<file path="src/rtl/hazard_scoreboard.sv">
// rtl/hazard_scoreboard.sv - ID-stage issue control: load-use, MDU RAW/WAW/structural hazards, branch flush.
// Optional performance counters are built when HAZARD_PERF_EN is defined.
module hazard_scoreboard #(
  parameter int LONG_TIMEOUT = 64
`ifdef HAZARD_PERF_EN
  , parameter int CNT_W = 32
`endif
) (
  input  logic        clk,
  input  logic        rst,
  input  logic        id_valid,
  input  logic [4:0]  id_rs1,
  input  logic [4:0]  id_rs2,
  input  logic        id_use_rs1,
  input  logic        id_use_rs2,
  input  logic [4:0]  id_rd,
  input  logic        id_reg_write,
  input  logic        id_is_long,
  input  logic [4:0]  id_ex_rd,
  input  logic        id_ex_mem_read,
  input  logic        ex_long_issue,
  input  logic [4:0]  ex_long_rd,
  input  logic        lu_wb_valid,
  input  logic [4:0]  lu_wb_rd,
  input  logic        ex_branch_taken,
  output logic        pc_write_en,
  output logic        if_id_write_en,
  output logic        id_ex_bubble,
  output logic        if_id_flush,
  output logic        long_busy,
  output logic [31:0] sb_pending,
  output logic        timeout_err
`ifdef HAZARD_PERF_EN
  , output logic [CNT_W-1:0] perf_stall_cycles
  , output logic [CNT_W-1:0] perf_load_use
`endif
);

  localparam int TW = $clog2(LONG_TIMEOUT + 1);
  localparam logic [TW-1:0] TO_MAX = TW'(LONG_TIMEOUT);

  typedef enum logic {IDLE, BUSY} state_t;

  state_t         r_state;
  logic           r_long_busy;
  logic [31:0]    r_sb_pending;
  logic [TW-1:0]  r_to_cnt;
  logic           r_timeout_err;

  logic [31:0]    w_issue_mask;
  logic [31:0]    w_clr_mask;
  logic [31:0]    w_pend_eff;
  logic           w_load_use;
  logic           w_raw;
  logic           w_waw;
  logic           w_struct;
  logic           w_stall;
  logic [TW-1:0]  w_to_cnt_next;

  // x0 is excluded here so it can never pend or match through the scoreboard.
  assign w_issue_mask = (ex_long_issue && ex_long_rd != 5'd0) ? (32'd1 << ex_long_rd) : 32'd0;
  assign w_clr_mask   = lu_wb_valid ? (32'd1 << lu_wb_rd) : 32'd0;
  assign w_pend_eff   = r_sb_pending | w_issue_mask;

  assign w_load_use = id_valid && id_ex_mem_read && (id_ex_rd != 5'd0) &&
                      ((id_use_rs1 && id_rs1 == id_ex_rd) || (id_use_rs2 && id_rs2 == id_ex_rd));
  assign w_raw      = id_valid && ((id_use_rs1 && w_pend_eff[id_rs1]) ||
                                   (id_use_rs2 && w_pend_eff[id_rs2]));
  assign w_waw      = id_valid && id_reg_write && w_pend_eff[id_rd];
  assign w_struct   = id_valid && id_is_long && (r_long_busy || ex_long_issue);
  assign w_stall    = w_load_use || w_raw || w_waw || w_struct;

  always_comb begin
    pc_write_en    = 1'b1;
    if_id_write_en = 1'b1;
    id_ex_bubble   = 1'b0;
    if_id_flush    = 1'b0;
    if (!rst) begin
      if (ex_branch_taken) begin
        id_ex_bubble = 1'b1;
        if_id_flush  = 1'b1;
      end else if (w_stall) begin
        pc_write_en    = 1'b0;
        if_id_write_en = 1'b0;
        id_ex_bubble   = 1'b1;
      end
    end
  end

  always_comb begin
    w_to_cnt_next = r_to_cnt;
    if (ex_long_issue || r_state == IDLE) begin
      w_to_cnt_next = '0;
    end else if (r_to_cnt != TO_MAX) begin
      w_to_cnt_next = r_to_cnt + 1'b1;
    end
  end

  // Issue wins over writeback on the same register so back-to-back ops keep their bit.
  always_ff @(posedge clk or posedge rst) begin
    if (rst) begin
      r_sb_pending <= '0;
    end else begin
      r_sb_pending <= (r_sb_pending & ~w_clr_mask) | w_issue_mask;
    end
  end

  always_ff @(posedge clk or posedge rst) begin
    if (rst) begin
      r_state       <= IDLE;
      r_long_busy   <= 1'b0;
      r_to_cnt      <= '0;
      r_timeout_err <= 1'b0;
    end else begin
      case (r_state)
        IDLE: begin
          if (ex_long_issue) begin
            r_state     <= BUSY;
            r_long_busy <= 1'b1;
          end
        end
        BUSY: begin
          if (lu_wb_valid && !ex_long_issue) begin
            r_state     <= IDLE;
            r_long_busy <= 1'b0;
          end
        end
        default: begin
          r_state     <= IDLE;
          r_long_busy <= 1'b0;
        end
      endcase
      r_to_cnt <= w_to_cnt_next;
      if (w_to_cnt_next == TO_MAX) begin
        r_timeout_err <= 1'b1;
      end
    end
  end

  assign long_busy   = r_long_busy;
  assign sb_pending  = r_sb_pending;
  assign timeout_err = r_timeout_err;

`ifdef HAZARD_PERF_EN
  logic [CNT_W-1:0] r_perf_stall;
  logic [CNT_W-1:0] r_perf_lu;
  logic             r_lu_stall_d;
  logic             w_lu_stall;

  assign w_lu_stall = w_load_use && !ex_branch_taken;

  always_ff @(posedge clk or posedge rst) begin
    if (rst) begin
      r_perf_stall <= '0;
      r_perf_lu    <= '0;
      r_lu_stall_d <= 1'b0;
    end else begin
      r_lu_stall_d <= w_lu_stall;
      if (w_stall && !ex_branch_taken) begin
        r_perf_stall <= r_perf_stall + 1'b1;
      end
      if (w_lu_stall && !r_lu_stall_d) begin
        r_perf_lu <= r_perf_lu + 1'b1;
      end
    end
  end

  assign perf_stall_cycles = r_perf_stall;
  assign perf_load_use     = r_perf_lu;
`endif

endmodule

</file>
<file path="config.mk">
export PLATFORM = sky130hd
export DESIGN_NAME = hazard_scoreboard
export DESIGN_NICKNAME = d
export VERILOG_FILES = /design/src/rtl/hazard_scoreboard.sv
export SDC_FILE = /design/constraint.sdc
export NUM_CORES = 1
export LEC_CHECK = 0
export ABC_AREA = 1
export BUFFER_PORTS_ARGS = -buffer_cell sky130_fd_sc_hd__clkbuf_2
export CAP_MARGIN = 20
export CORE_MARGIN = 5
export CORE_UTILIZATION = 30
export CTS_CLUSTER_DIAMETER = 60
export DETAILED_ROUTE_END_ITERATION = 12
export GPL_TIMING_DRIVEN = 0
export PLACE_DENSITY = 0.55
export SYNTH_ARGS = -nofsm -noshare
export SYNTH_HDL_FRONTEND = slang
export SYNTH_SLANG_ARGS = --single-unit
export TNS_END_PERCENT = 50
</file>
<file path="constraint.sdc">
create_clock -name clk -period 1.6 [get_ports clk]
set_input_delay 0.08 -clock clk [delete_from_list [all_inputs] [get_ports clk]]
set_output_delay 0.08 -clock clk [all_outputs]
set_load 0.01 [all_outputs]
</file>
==> impl_metrics.py <==
metrics = {
    "routing": {
        "routed_wirelength_mm": 14.85,
        "routedWlPerCell_um": 17.80,
        "antenna_left": 0,
        "route.vias.total": 4435,
        "drt-initial-drc-count": 478,
        "first_pass_iters": 7,
        "drc": 0,
        "via_per_inst": 5.318,
    },
    "grt": {
        "overflow": 0,
        "grt_max_degree": 31,
        "grt.total_usage": 0.2022,
        "grt_pass1_wl_mm": 22.86,
        "grt_pass1_vias": 4327,
        "grt_antenna_before_repair": 0,
    },
    "timing": {
        "period_share": 1.204,
        "fin_skew_ns": 0.0005259,
        "fmax_ghz": 0.5192,
        "slew_viol_final": 0,
        "min_period_ns": 1.926,
        "finalSetupViolCount": 4,
        "rsz0062_at_grt": "yes",
        "slew-limit-headroom": 0.6219,
        "worst_pin_slew_ns": 0.5671,
        "hold_viol": 0,
        "setup_ws_ns": -0.3260,
    },
    "die": {
        "die_y_um": 118.2,
        "dieWidth_um": 118.2,
        "ioPinCount": 79,
        "fp.coreArea_um2": 11470,
        "rows": 39,
        "dieArea_um2": 13980,
        "start_util": 0.3065,
    },
    "critical_path": {
        "cp_num_buf_inv": 4,
        "start_kind": "flip-flop",
        "cp_common_cell": "nand2_1",
        "cp.depth": 15,
        "path_cells": "inv_2 -> nand3_1 -> nand3_1 -> nand2_2 -> nand2_1 -> nand3_1 -> nand2_1 -> nand2_1 -> nand3_2 -> nand2_2 -> inv_1 -> nand2_1 -> nand3_2 -> buf_6 -> buf_8",
        "worstPathMaxFanout": 3,
        "ff2ff_setup_slack_ns": -0.07,
        "cp.arrival_ns": 1.85,
        "criticalPathCategory": "reg -> out",
        "cp_data_required_time_ns": 1.52,
        "r2r.worst_path.cells": 9,
        "cp-end-kind": "output port",
        "path_delay_family": "simple AND/OR/NAND/NOR gates",
        "cpMaxStageDelayCell": "dfrtp_1",
        "crit_path_max_incr_delay_ns": 0.39,
    },
    "status": {
        "violations": "setup timing",
        "status": "complete, but fails checks",
    },
    "clock_network": {
        "cts_tree": "built",
        "clock_path_buffers": 2,
        "htreeDepth": 2,
        "cts_buffers": 5,
        "clk_pin_slew_worst_paths_ns": 0.06,
        "clock-sinks": 42,
        "clock_insertion_delay_worst_skew_ns": 0.28,
        "clockRootBuffer": "clkbuf_16",
    },
    "worst_hold_path": {
        "hold_depth": 2,
        "hp-class": "in -> reg",
    },
    "synthesis": {
        "synth_ff_type": "dfrtp_1",
        "syn_inst": 578,
        "async_flop_share": 1.000,
        "syn_area_um2": 3515,
        "synth_area_per_cell_um2": 6.081,
        "syn-num-nets": 621,
        "ys_types": 32,
        "synth_edf_count": 0,
        "seq_area_frac_synth": 0.2990,
        "synth_warnings": 0,
        "ys_seq_elements": 42,
    },
    "final_layout": {
        "layout.nets": 733,
        "diodes": 0,
        "area_delta_synth_final_pct": 39.91,
        "final_core_util": 0.4288,
        "drive_above_1_share": 0.3300,
        "fillers": 1219,
        "final-instance-count-excl-fill": 834,
    },
    "power_and_ir_drop": {
        "p_leak_uw": 0.002508,
        "finalPower_uw": 4346,
        "p_per_area_nw_per_um2": 883.8,
        "ir_drop_mv": 0.5779,
    },
    "placed_design": {
        "portBuffers": 69,
        "place_inst": 791,
        "globalplace.congestion": 0.9698,
        "dp_hpwl_mm": 10.90,
    },
    "job": {
        "cap_violations": 0,
    },
}
-- placed cells by master, fill, tap and decap left out, types with 2 or more instances in the layout --
master / n
xor2_1: 3
o21ai_1: 2
o22ai_1: 3
inv_8: 2
xnor2_1: 3
nor2_2: 4
a21oi_1: 7
nand4_1: 12
inv_4: 2
a211oi_1: 2
buf_2: 7
nor2_4: 11
clkbuf_2: 68
nand3_2: 11
clkbuf_1: 5
buf_6: 8
o21ai_0: 35
a221oi_1: 2
clkbuf_16: 6
inv_2: 18
o211ai_1: 2
nor3_1: 10
inv_1: 53
buf_12: 3
nor2_1: 11
ha_1: 2
buf_8: 2
nand2_1: 143
nand3_4: 9
nand3_1: 124
nand2_2: 32
clkinv_2: 3
dfrtp_1: 42
buf_4: 33
-- final timing paths --
path,start,endpoint
setup / recovery,sb_pending[31],pc_write_en
hold / removal,lu_wb_valid,r_state
setup reg to reg,r_to_cnt[1],timeout_err
hold reg to reg,timeout_err,timeout_err
max in group asynchronous,rst,r_state
min in group asynchronous,rst,sb_pending[21]
-- synthesized netlist by cell type, types with 4 or more instances --
cell type | instances | share of area
nor2_2 | 5 | 0.0089
nor2_1 | 20 | 0.021
inv_2 | 5 | 0.0053
nand3_1 | 142 | 0.20
buf_4 | 4 | 0.0085
nand4_1 | 12 | 0.021
a21oi_1 | 7 | 0.010
o21ai_0 | 36 | 0.051
nand2_1 | 175 | 0.19
inv_1 | 70 | 0.075
clkbuf_1 | 8 | 0.0085
nor3_1 | 11 | 0.016
dfrtp_1 | 42 | 0.30
buf_2 | 7 | 0.010
-- flip-flops by register name, summed over array words and instances (netlist names) --
name	cells
sb_pending	32
r_to_cnt	7
long_busy	1
r_state	1
timeout_err	1
-- what timing repair did --
action / CTS / global route
hold buffers: 1 / 0
setup buffers: 15 / 18
hold endpoints to repair: 12 / 0
gates cloned: 1 / 0
resized for setup: 47 / 95
pin swaps: 23 / 34
setup endpoints to repair: 4 / 4
-- layout make-up --
type	instances	area, um^2	share of cell area
buffer	23	171.4	0.03486
clock buffer	6	128.9	0.02621
clock inverter	2	13.76	0.002799
inverter	78	319.1	0.06489
multi-input combinational	435	2365	0.4809
sequential	42	1051	0.2137
tap	143	178.9	0.03639
timing repair buffer	105	689.4	0.1402
-- logic make-up (layout without fill, tap and decap cells) --
group	after synthesis	in the layout	synth area share
AO/OA/AOI/OAI	55	55	0.08544
XOR/XNOR	6	6	0.01495
adder cells (fa/ha/maj)	2	2	0.007119
buffers and inverters	101	214	0.1210
flip-flops	42	42	0.2990
AND/OR/NAND/NOR	372	372	0.4724
-- metal layers --
metal / global-route usage / wire length (um)
met4: 0.07240 / 512
met5: 0 / 0
met3: 0.03152 / 1036
met2: 0.3295 / 6956
met1: 0.2717 / 6339
-- power breakdown --
part	leakage (uW)	internal, uW	switching, uW
clock	0.0000708	580	454
sequential	0.000524	1260	163
combinational	0.00191	748	1140
-- per-stage QoR --
step / area [um^2] / worst slack [ns] / hold slack (ns) / TNS (ns)
6_report: 4917 / -0.3260 / 0.01444 / -0.8823
5_1_grt: 4917 / -0.4596 / 0.05395 / -1.433
4_1_cts: 4491 / -0.3614 / 0.01756 / -0.9588
3_5_place_dp: 4059 / -0.4771 / 0.08692 / -1.341
3_3_place_gp: 4039 / -0.4956 / 0.3103 / -8.500
2_1_floorplan: 3515 / 0.001948 / 0.1878 / 0
Note: power is estimated with default switching activity, not from simulation.
